<file path="src/rtl/opb_simulink_master.sv">
// Single-transfer OPB bus master: a user command/response handshake on one side,
// OPB request/select with ack, error, retry and timeout handling on the other.
module opb_simulink_master #(
    parameter int unsigned C_OPB_AWIDTH  = 32,
    parameter int unsigned C_OPB_DWIDTH  = 32,
    parameter int unsigned C_TOUT_CYCLES = 16,
    parameter int unsigned C_MAX_RETRY   = 3
) (
    input  logic                        OPB_Clk,
    input  logic                        OPB_Rst,
    input  logic                        cmd_valid,
    output logic                        cmd_ready,
    input  logic                        cmd_rnw,
    input  logic [C_OPB_AWIDTH-1:0]     cmd_addr,
    input  logic [C_OPB_DWIDTH-1:0]     cmd_wdata,
    input  logic [C_OPB_DWIDTH/8-1:0]   cmd_be,
    output logic                        rsp_valid,
    output logic [C_OPB_DWIDTH-1:0]     rsp_rdata,
    output logic [1:0]                  rsp_status,
    output logic                        M_request,
    input  logic                        OPB_MGrant,
    output logic                        M_select,
    output logic                        M_RNW,
    output logic [0:C_OPB_AWIDTH-1]     M_ABus,
    output logic [0:C_OPB_DWIDTH/8-1]   M_BE,
    output logic [0:C_OPB_DWIDTH-1]     M_DBus,
    output logic                        M_seqAddr,
    output logic                        M_busLock,
    input  logic [0:C_OPB_DWIDTH-1]     OPB_DBus,
    input  logic                        OPB_xferAck,
    input  logic                        OPB_errAck,
    input  logic                        OPB_retry,
    input  logic                        OPB_toutSup
);

    localparam int unsigned AW     = C_OPB_AWIDTH;
    localparam int unsigned DW     = C_OPB_DWIDTH;
    localparam int unsigned BEW    = C_OPB_DWIDTH / 8;
    localparam int unsigned TCNT_W = $clog2(C_TOUT_CYCLES + 1);
    localparam int unsigned RCNT_W = $clog2(C_MAX_RETRY + 1);

    localparam logic [1:0] ST_OK    = 2'b00;
    localparam logic [1:0] ST_ERR   = 2'b01;
    localparam logic [1:0] ST_TOUT  = 2'b10;
    localparam logic [1:0] ST_RETRY = 2'b11;

    typedef enum logic [2:0] {
        S_IDLE,
        S_REQ,
        S_XFER,
        S_BACKOFF,
        S_DONE
    } state_t;

    state_t              r_state;
    state_t              w_next;
    logic                w_handshake;
    logic                w_retry_inc;
    logic                w_capture;
    logic [1:0]          w_status;
    logic                w_xfer_next;

    logic                r_rnw;
    logic [AW-1:0]       r_addr;
    logic [DW-1:0]       r_wdata;
    logic [BEW-1:0]      r_be;
    logic [RCNT_W-1:0]   r_retry_cnt;
    logic [TCNT_W-1:0]   r_tout_cnt;
    logic [DW-1:0]       r_rdata;
    logic [1:0]          r_status;

    logic                r_cmd_ready;
    logic                r_rsp_valid;
    logic                r_m_request;
    logic                r_m_select;
    logic                r_m_rnw;
    logic [AW-1:0]       r_m_abus;
    logic [BEW-1:0]      r_m_be;
    logic [DW-1:0]       r_m_dbus;

    // Next-state and response decode; XFER resolves retry > errAck > xferAck > timeout.
    always_comb begin
        w_next      = r_state;
        w_handshake = 1'b0;
        w_retry_inc = 1'b0;
        w_capture   = 1'b0;
        w_status    = r_status;
        case (r_state)
            S_IDLE: begin
                if (cmd_valid && r_cmd_ready) begin
                    w_handshake = 1'b1;
                    w_next      = S_REQ;
                end
            end
            S_REQ: begin
                if (OPB_MGrant) begin
                    w_next = S_XFER;
                end
            end
            S_XFER: begin
                if (OPB_retry) begin
                    if (r_retry_cnt < RCNT_W'(C_MAX_RETRY)) begin
                        w_retry_inc = 1'b1;
                        w_next      = S_BACKOFF;
                    end else begin
                        w_status = ST_RETRY;
                        w_next   = S_DONE;
                    end
                end else if (OPB_errAck) begin
                    w_status = ST_ERR;
                    w_next   = S_DONE;
                end else if (OPB_xferAck) begin
                    w_capture = r_rnw;
                    w_status  = ST_OK;
                    w_next    = S_DONE;
                end else if (r_tout_cnt == TCNT_W'(C_TOUT_CYCLES - 1)) begin
                    w_status = ST_TOUT;
                    w_next   = S_DONE;
                end
            end
            S_BACKOFF: w_next = S_REQ;
            S_DONE:    w_next = S_IDLE;
            default:   w_next = S_IDLE;
        endcase
    end

    assign w_xfer_next = (w_next == S_XFER);

    // State register.
    always_ff @(posedge OPB_Clk or posedge OPB_Rst) begin
        if (OPB_Rst) begin
            r_state <= S_IDLE;
        end else begin
            r_state <= w_next;
        end
    end

    // Command, counters and response registers.
    always_ff @(posedge OPB_Clk or posedge OPB_Rst) begin
        if (OPB_Rst) begin
            r_rnw       <= 1'b0;
            r_addr      <= '0;
            r_wdata     <= '0;
            r_be        <= '0;
            r_retry_cnt <= '0;
            r_tout_cnt  <= '0;
            r_rdata     <= '0;
            r_status    <= ST_OK;
        end else begin
            if (w_handshake) begin
                r_rnw       <= cmd_rnw;
                r_addr      <= cmd_addr;
                r_wdata     <= cmd_wdata;
                r_be        <= cmd_be;
                r_retry_cnt <= '0;
            end else if (w_retry_inc) begin
                r_retry_cnt <= r_retry_cnt + RCNT_W'(1);
            end
            // Held at zero outside XFER so every select phase starts counting from 0.
            if (r_state != S_XFER) begin
                r_tout_cnt <= '0;
            end else if (!OPB_toutSup) begin
                r_tout_cnt <= r_tout_cnt + TCNT_W'(1);
            end
            if (w_capture) begin
                r_rdata <= OPB_DBus;
            end
            r_status <= w_status;
        end
    end

    // Registered outputs decoded from the next state; bus fields are zero unless selected.
    always_ff @(posedge OPB_Clk or posedge OPB_Rst) begin
        if (OPB_Rst) begin
            r_cmd_ready <= 1'b0;
            r_rsp_valid <= 1'b0;
            r_m_request <= 1'b0;
            r_m_select  <= 1'b0;
            r_m_rnw     <= 1'b0;
            r_m_abus    <= '0;
            r_m_be      <= '0;
            r_m_dbus    <= '0;
        end else begin
            r_cmd_ready <= (w_next == S_IDLE);
            r_rsp_valid <= (w_next == S_DONE);
            r_m_request <= (w_next == S_REQ);
            r_m_select  <= w_xfer_next;
            r_m_rnw     <= w_xfer_next && r_rnw;
            r_m_abus    <= w_xfer_next ? r_addr : '0;
            r_m_be      <= w_xfer_next ? r_be : '0;
            r_m_dbus    <= (w_xfer_next && !r_rnw) ? r_wdata : '0;
        end
    end

    // Positional assignment onto the ascending OPB ranges gives user bit N-1-i -> OPB bit i.
    assign cmd_ready  = r_cmd_ready;
    assign rsp_valid  = r_rsp_valid;
    assign rsp_rdata  = r_rdata;
    assign rsp_status = r_status;
    assign M_request  = r_m_request;
    assign M_select   = r_m_select;
    assign M_RNW      = r_m_rnw;
    assign M_ABus     = r_m_abus;
    assign M_BE       = r_m_be;
    assign M_DBus     = r_m_dbus;
    assign M_seqAddr  = 1'b0;
    assign M_busLock  = 1'b0;

endmodule

</file>
<file path="config.mk">
export PLATFORM = sky130hd
export DESIGN_NAME = opb_simulink_master
export DESIGN_NICKNAME = d
export VERILOG_FILES = /design/src/rtl/opb_simulink_master.sv
export SDC_FILE = /design/constraint.sdc
export NUM_CORES = 1
export LEC_CHECK = 0
export BUFFER_PORTS_ARGS = -buffer_cell sky130_fd_sc_hd__buf_2
export CORE_ASPECT_RATIO = 0.8
export CORE_MARGIN = 1.5
export CORE_UTILIZATION = 51
export DETAILED_ROUTE_END_ITERATION = 7
export MAX_ROUTING_LAYER = met4
export PLACE_DENSITY = 0.82
export SETUP_SLACK_MARGIN = 0.3
export SLEW_MARGIN = 0
export SYNTH_ARGS = -nofsm -noshare
export SYNTH_HDL_FRONTEND = slang
export SYNTH_SLANG_ARGS = --single-unit
export TNS_END_PERCENT = 5
</file>
<file path="constraint.sdc">
create_clock -name OPB_Clk -period 8.5 [get_ports OPB_Clk]
set_input_delay 1.7 -clock OPB_Clk [delete_from_list [all_inputs] [get_ports OPB_Clk]]
set_output_delay 1.7 -clock OPB_Clk [all_outputs]
set_load 0.05 [all_outputs]
</file>
### Word-level counts from Yosys, hierarchy flattened

Cells that the tools add are included.

* $lt $le $gt $ge: 1
* $mul: 0
* divide/modulo/power cells: 0
* eq/ne operators: 10
* bitwise logic cells: 0
* add/sub/neg operators: 2
* shifts and indexed selects: 0
* multiplexer cells: 29
* reduce and logical (&&, ||, !) cells: 9

Operator list (number)
* $mux W32: 2
* $mux W3: 7
* $mux W2: 7
* $pmux W3 S4: 1
* $mux W5: 2
* $eq A3 B2 Y1 const B: 3
* $mux W1: 9
* $eq A3 B1 Y1 const B: 2
* $logic_not A3 Y1: 2
* $add A5 B1 Y5 const B: 1
* $eq A5 B4 Y1 const B: 1
* $mux W4: 1
* $reduce_bool A4 Y1: 1
* $eq A3 B3 Y1 const B: 1
* $logic_and A1 B1 Y1: 3
* $ne A3 B2 Y1 const B: 1
* $reduce_and A3 Y1: 1
* $add A2 B1 Y2 const B: 1
* $lt A2 B2 Y1 const B: 1
* $ne A2 B1 Y1 const B: 1
* $ne A2 B2 Y1 const B: 1
* $reduce_bool A2 Y1: 1
* $logic_not A1 Y1: 1

* register bits after elaboration: 186
* memories kept: 0
* latch bits: 0
* logic and storage cells: 68
* output and inout bits: 109
* bits in writable memories: 0
* memory bits (read-only): 0
* input port bits: 109

### Depth between registers and ports, before layout

* word-level depth: 9
* depth in mapped cells: 10
* mapped depth without buffers: 8

### Least setup slack after synthesis

No wires, ideal clock.

* path type: input to register
* start point: in OPB_errAck
* end point: reg r_m_abus[21], in the netlist M_ABus[10]
* data required time: 8.434 ns
* buffers on the path: 2
* library setup time: 0.066 ns
* slack: 5.503 ns
* arrival time: 2.931 ns
* cell stages on the path: 7
* cell sequence: nor3_1 > o21ai_0 > a221o_1 > inv_1 > buf_4 > clkbuf_2 > and2_1

* cells in the longest elaborated chain, start to end: 5

Ends and longest elaborated chain
* start: declaration: RTL line 31 `input logic OPB_errAck,`
* $mux W3: RTL line 109 `end else if (OPB_errAck) begin`
* $mux W3: RTL line 101 `if (OPB_retry) begin`
* $pmux W3 S4: RTL line 88 `case (r_state)`
* $eq A3 B2 Y1: RTL line 127 `assign w_xfer_next = (w_next == S_XFER);`
* $mux W32: RTL line 189 `r_m_abus <= w_xfer_next ? r_addr : '0;`
* end signal: assignment: RTL line 189
* end: declaration: RTL line 77 `logic [AW-1:0] r_m_abus;`

Every way passes these cells.
A chain may end at the register's enable or synchronous reset.

### Worst setup path in the final report

Ends and elaborated chain as after synthesis.

==> impl_metrics.py <==
metrics = {
    "global_route": {
        "grt_pass1_vias": 4473,
        "grt_use_met1_pct": 26.62,
        "use_met3_pct": 7.674,
        "grt_pass1_wl_um": 22760,
        "grt.busiest_layer": "met2",
        "grt-ovfl-total": 0,
        "grt_max_degree": 102,
        "antenna_found_initial": 0,
        "grt_use_total_pct": 21.64,
        "grt_util_met2_pct": 34.64,
    },
    "clock_tree": {
        "cts_tree": "built",
        "cts_setup_buffers": 0,
        "hold_buffers": 0,
        "root_buffer": "clkbuf_16",
        "cts_made_buffers": 17,
        "cts.path.max_buffers": 2,
        "cts_sinks": 186,
        "htree_num_levels": 4,
        "ctsResizeCount": 0,
        "worstSkewPairLatency_ps": 420,
        "cts.clk_slew.worst_paths_ps": 60,
    },
    "run": {
        "cap_violations": 0,
    },
    "drt": {
        "drc_errors": 0,
        "vias": 4175,
        "vias_per_cell": 4.964,
        "wirelength_um": 14370,
        "first_iter_violations": 274,
        "drt_first_pass_iters": 4,
        "routedWlPerCell_um": 17.09,
        "route.antenna.remaining_nets": 0,
    },
    "setup_path": {
        "crit_slowest_cell": "inv_1",
        "path_max_fanout": 38,
        "cp.required_ps": 8850,
        "critical_path_class": "input port to register",
        "cp_data_arrival_time_ps": 3890,
        "cp-start-kind": "input port",
        "worst_setup_path_end_kind": "register",
        "cp_cell_sequence": "buf_2 -> nor3_1 -> o21ai_0 -> a221o_1 -> buf_4 -> inv_1 -> and2_1",
        "critical-path-max-stage-delay_ps": 670,
    },
    "floorplanning": {
        "coreArea_sq_um": 13060,
        "row_count": 37,
        "initial_core_util_pct": 53.22,
        "ios": 218,
        "die_area_sq_um": 14340,
        "die_w_um": 133.5,
        "fp.dieH_um": 107.4,
    },
    "power_and_ir_drop": {
        "combPwrFrac_pct": 34.2,
        "power_frac_seq_pct": 40.8,
        "power.switching_mw": 1.156,
        "power_density_nw_per_um2": 368.9,
        "leakage_nw": 4.495,
        "finalPower_mw": 3.216,
        "p_int_mw": 2.060,
        "vdd_drop_max_v": 0.0001928,
        "clkPwrFrac_pct": 25.0,
        "switching_share_pct": 35.95,
    },
    "synthesis": {
        "ys_types": 41,
        "synth_area_leaders": "dfrtp_1 (67%), mux2_2 (12%), mux2_4 (6.5%)",
        "synth.yosys.seq_area_share_pct": 66.99,
        "synth.cell_area_sq_um": 6948,
        "ys_seq_elements": 186,
        "ys.flop_type": "dfrtp_1",
        "synth-async-reset-ratio_pct": 100.0,
        "synthCells": 440,
        "syn_avg_cell_area_sq_um": 15.79,
        "synth_top_area_share_pct": 66.99,
        "synth_edf_count": 0,
        "ys_warn_count": 0,
        "yosys.area.top_type": "dfrtp_1",
    },
    "final_layout": {
        "nets": 765,
        "instances_no_fill": 841,
        "drive_above_1_share_pct": 53.30,
        "diodes": 0,
        "final_common_cell": "buf_2",
        "layout_common_cells": "buf_2 (215), dfrtp_1 (186), mux2_2 (71)",
        "nFillCells": 954,
        "area_growth_syn_to_layout_pct": 25.46,
        "final_cell_area_sq_um": 8717,
    },
    "place": {
        "port_buffers": 215,
        "dp.final_hpwl_um": 9639,
        "dp_cells": 809,
        "finalWeightedCongestion": 0.8952,
        "dpl_cell_area_sq_um": 8105,
        "post-place-ws_ps": 4599,
    },
    "sta": {
        "period_needed_ps": 3539,
        "drv_slew": 0,
        "relSlewSlack_pct": 30.90,
        "grt_setup_unrepaired": "no",
        "finalHoldViolations": 0,
        "tns_ps": 0,
        "max_freq_ghz": 0.2825,
        "worst_slack_ps": 4961,
        "period_share_pct": 41.64,
        "worst_pin_slew_ps": 1037,
        "setup_viol": 0,
        "clock_skew_ps": 6.436,
    },
    "hold_path": {
        "worst_hold_path_type": "register to register",
    },
    "outcome": {
        "status": "finished clean",
    },
}
[cell families after synthesis]
kind of cell               synth area share (%)
DFF                                       66.99
muxes                                     18.28
and+or+nand+nor                           9.382
buffers and inverters                     2.953
AOI/OAI and AO/OA                         1.297
xor gates and xnor gates                 0.5043
adders and majority gates                0.5403
other                                   0.05397
[final timing paths]
kind | start | to | slack (ps) | cells after the start
max | OPB_errAck | M_ABus[10] | 4960 | 7
max in group asynchronous | OPB_Rst | r_addr[27] | 5400 | 3
max reg2reg | r_tout_cnt[0] | M_ABus[10] | 5470 | 9
min | r_be[3] | M_BE[0] | 470 | 1
min reg2reg | r_be[3] | M_BE[0] | 470 | 1
min in group asynchronous | OPB_Rst | rsp_rdata[26] | 1460 | 2
[power groups by stage]
stage | clock network, mW | registers, mW | logic [mW]
floorplan | 0 | 1.69 | 0.474
global placement | 0 | 1.30 | 1.08
detailed placement | 0 | 1.33 | 1.11
CTS | 0.819 | 1.31 | 1.11
global route | 0.858 | 1.35 | 1.17
finish | 0.803 | 1.31 | 1.10
[worst max-delay path, delay by kind of cell]
family                 cells  cell delay (ps)
and+or+nand+nor            2              650
AOI/OAI and AO/OA          2              480
buffers and inverters      3             1040
[stage by stage]
stage | hold slack (ps) | util [%]
detailed placement | 463.4 | 62.09
floorplan | 449.4 | -
CTS | 479.2 | 66.77
global route | 490.5 | 66.77
global placement | 456.3 | 62.09
finish | 473.9 | 66.77
[metal layers]
metal  share of wire, %  vias to the layer above
met1                 43                     2063
met4               0.86                        0
met3                7.6                       13
met5                  0                        -
li1                   -                     1924
met2                 48                      175
[sequential cells by signal, indices dropped and copies added (netlist names)]
| register | flops |
|---|---|
| M_request | 1 |
| M_ABus | 32 |
| r_addr | 32 |
| r_wdata | 32 |
| r_be | 4 |
| rsp_valid | 1 |
| M_select | 1 |
| r_rnw | 1 |
| rsp_rdata | 32 |
| rsp_status | 2 |
| r_retry_cnt | 2 |
| M_DBus | 32 |
| M_BE | 4 |
| cmd_ready | 1 |
| M_RNW | 1 |
| r_tout_cnt | 5 |
| r_state | 3 |
[synthesized netlist by cell type (2+ instances only)]
cell type and instances:
nor2b_1 3, inv_1 5, and3_1 2, buf_6 2, nor3_1 2, and2_1 37, clkbuf_1 7, buf_12 3
nor2_1 11, xor2_1 3, dfrtp_1 186, buf_4 3, a21oi_1 3, buf_2 9, clkbuf_2 2, nor3b_1 32
mux2_2 71, a311oi_1 2, ha_1 3, o21ai_0 3, mux2_4 30, mux2i_1 2
[area by class of cell]
type | count | area (sq um) | area share, %
Sequential cell | 186 | 4654 | 53.39
Multi-Input combinational cell | 224 | 2102 | 24.11
Timing Repair Buffer | 219 | 1106 | 12.69
Clock buffer | 21 | 470.5 | 5.397
Tap cell | 175 | 219.0 | 2.512
Clock inverter | 11 | 141.4 | 1.622
Inverter | 5 | 23.77 | 0.2727
Note: power is estimated with default switching activity, not from simulation.
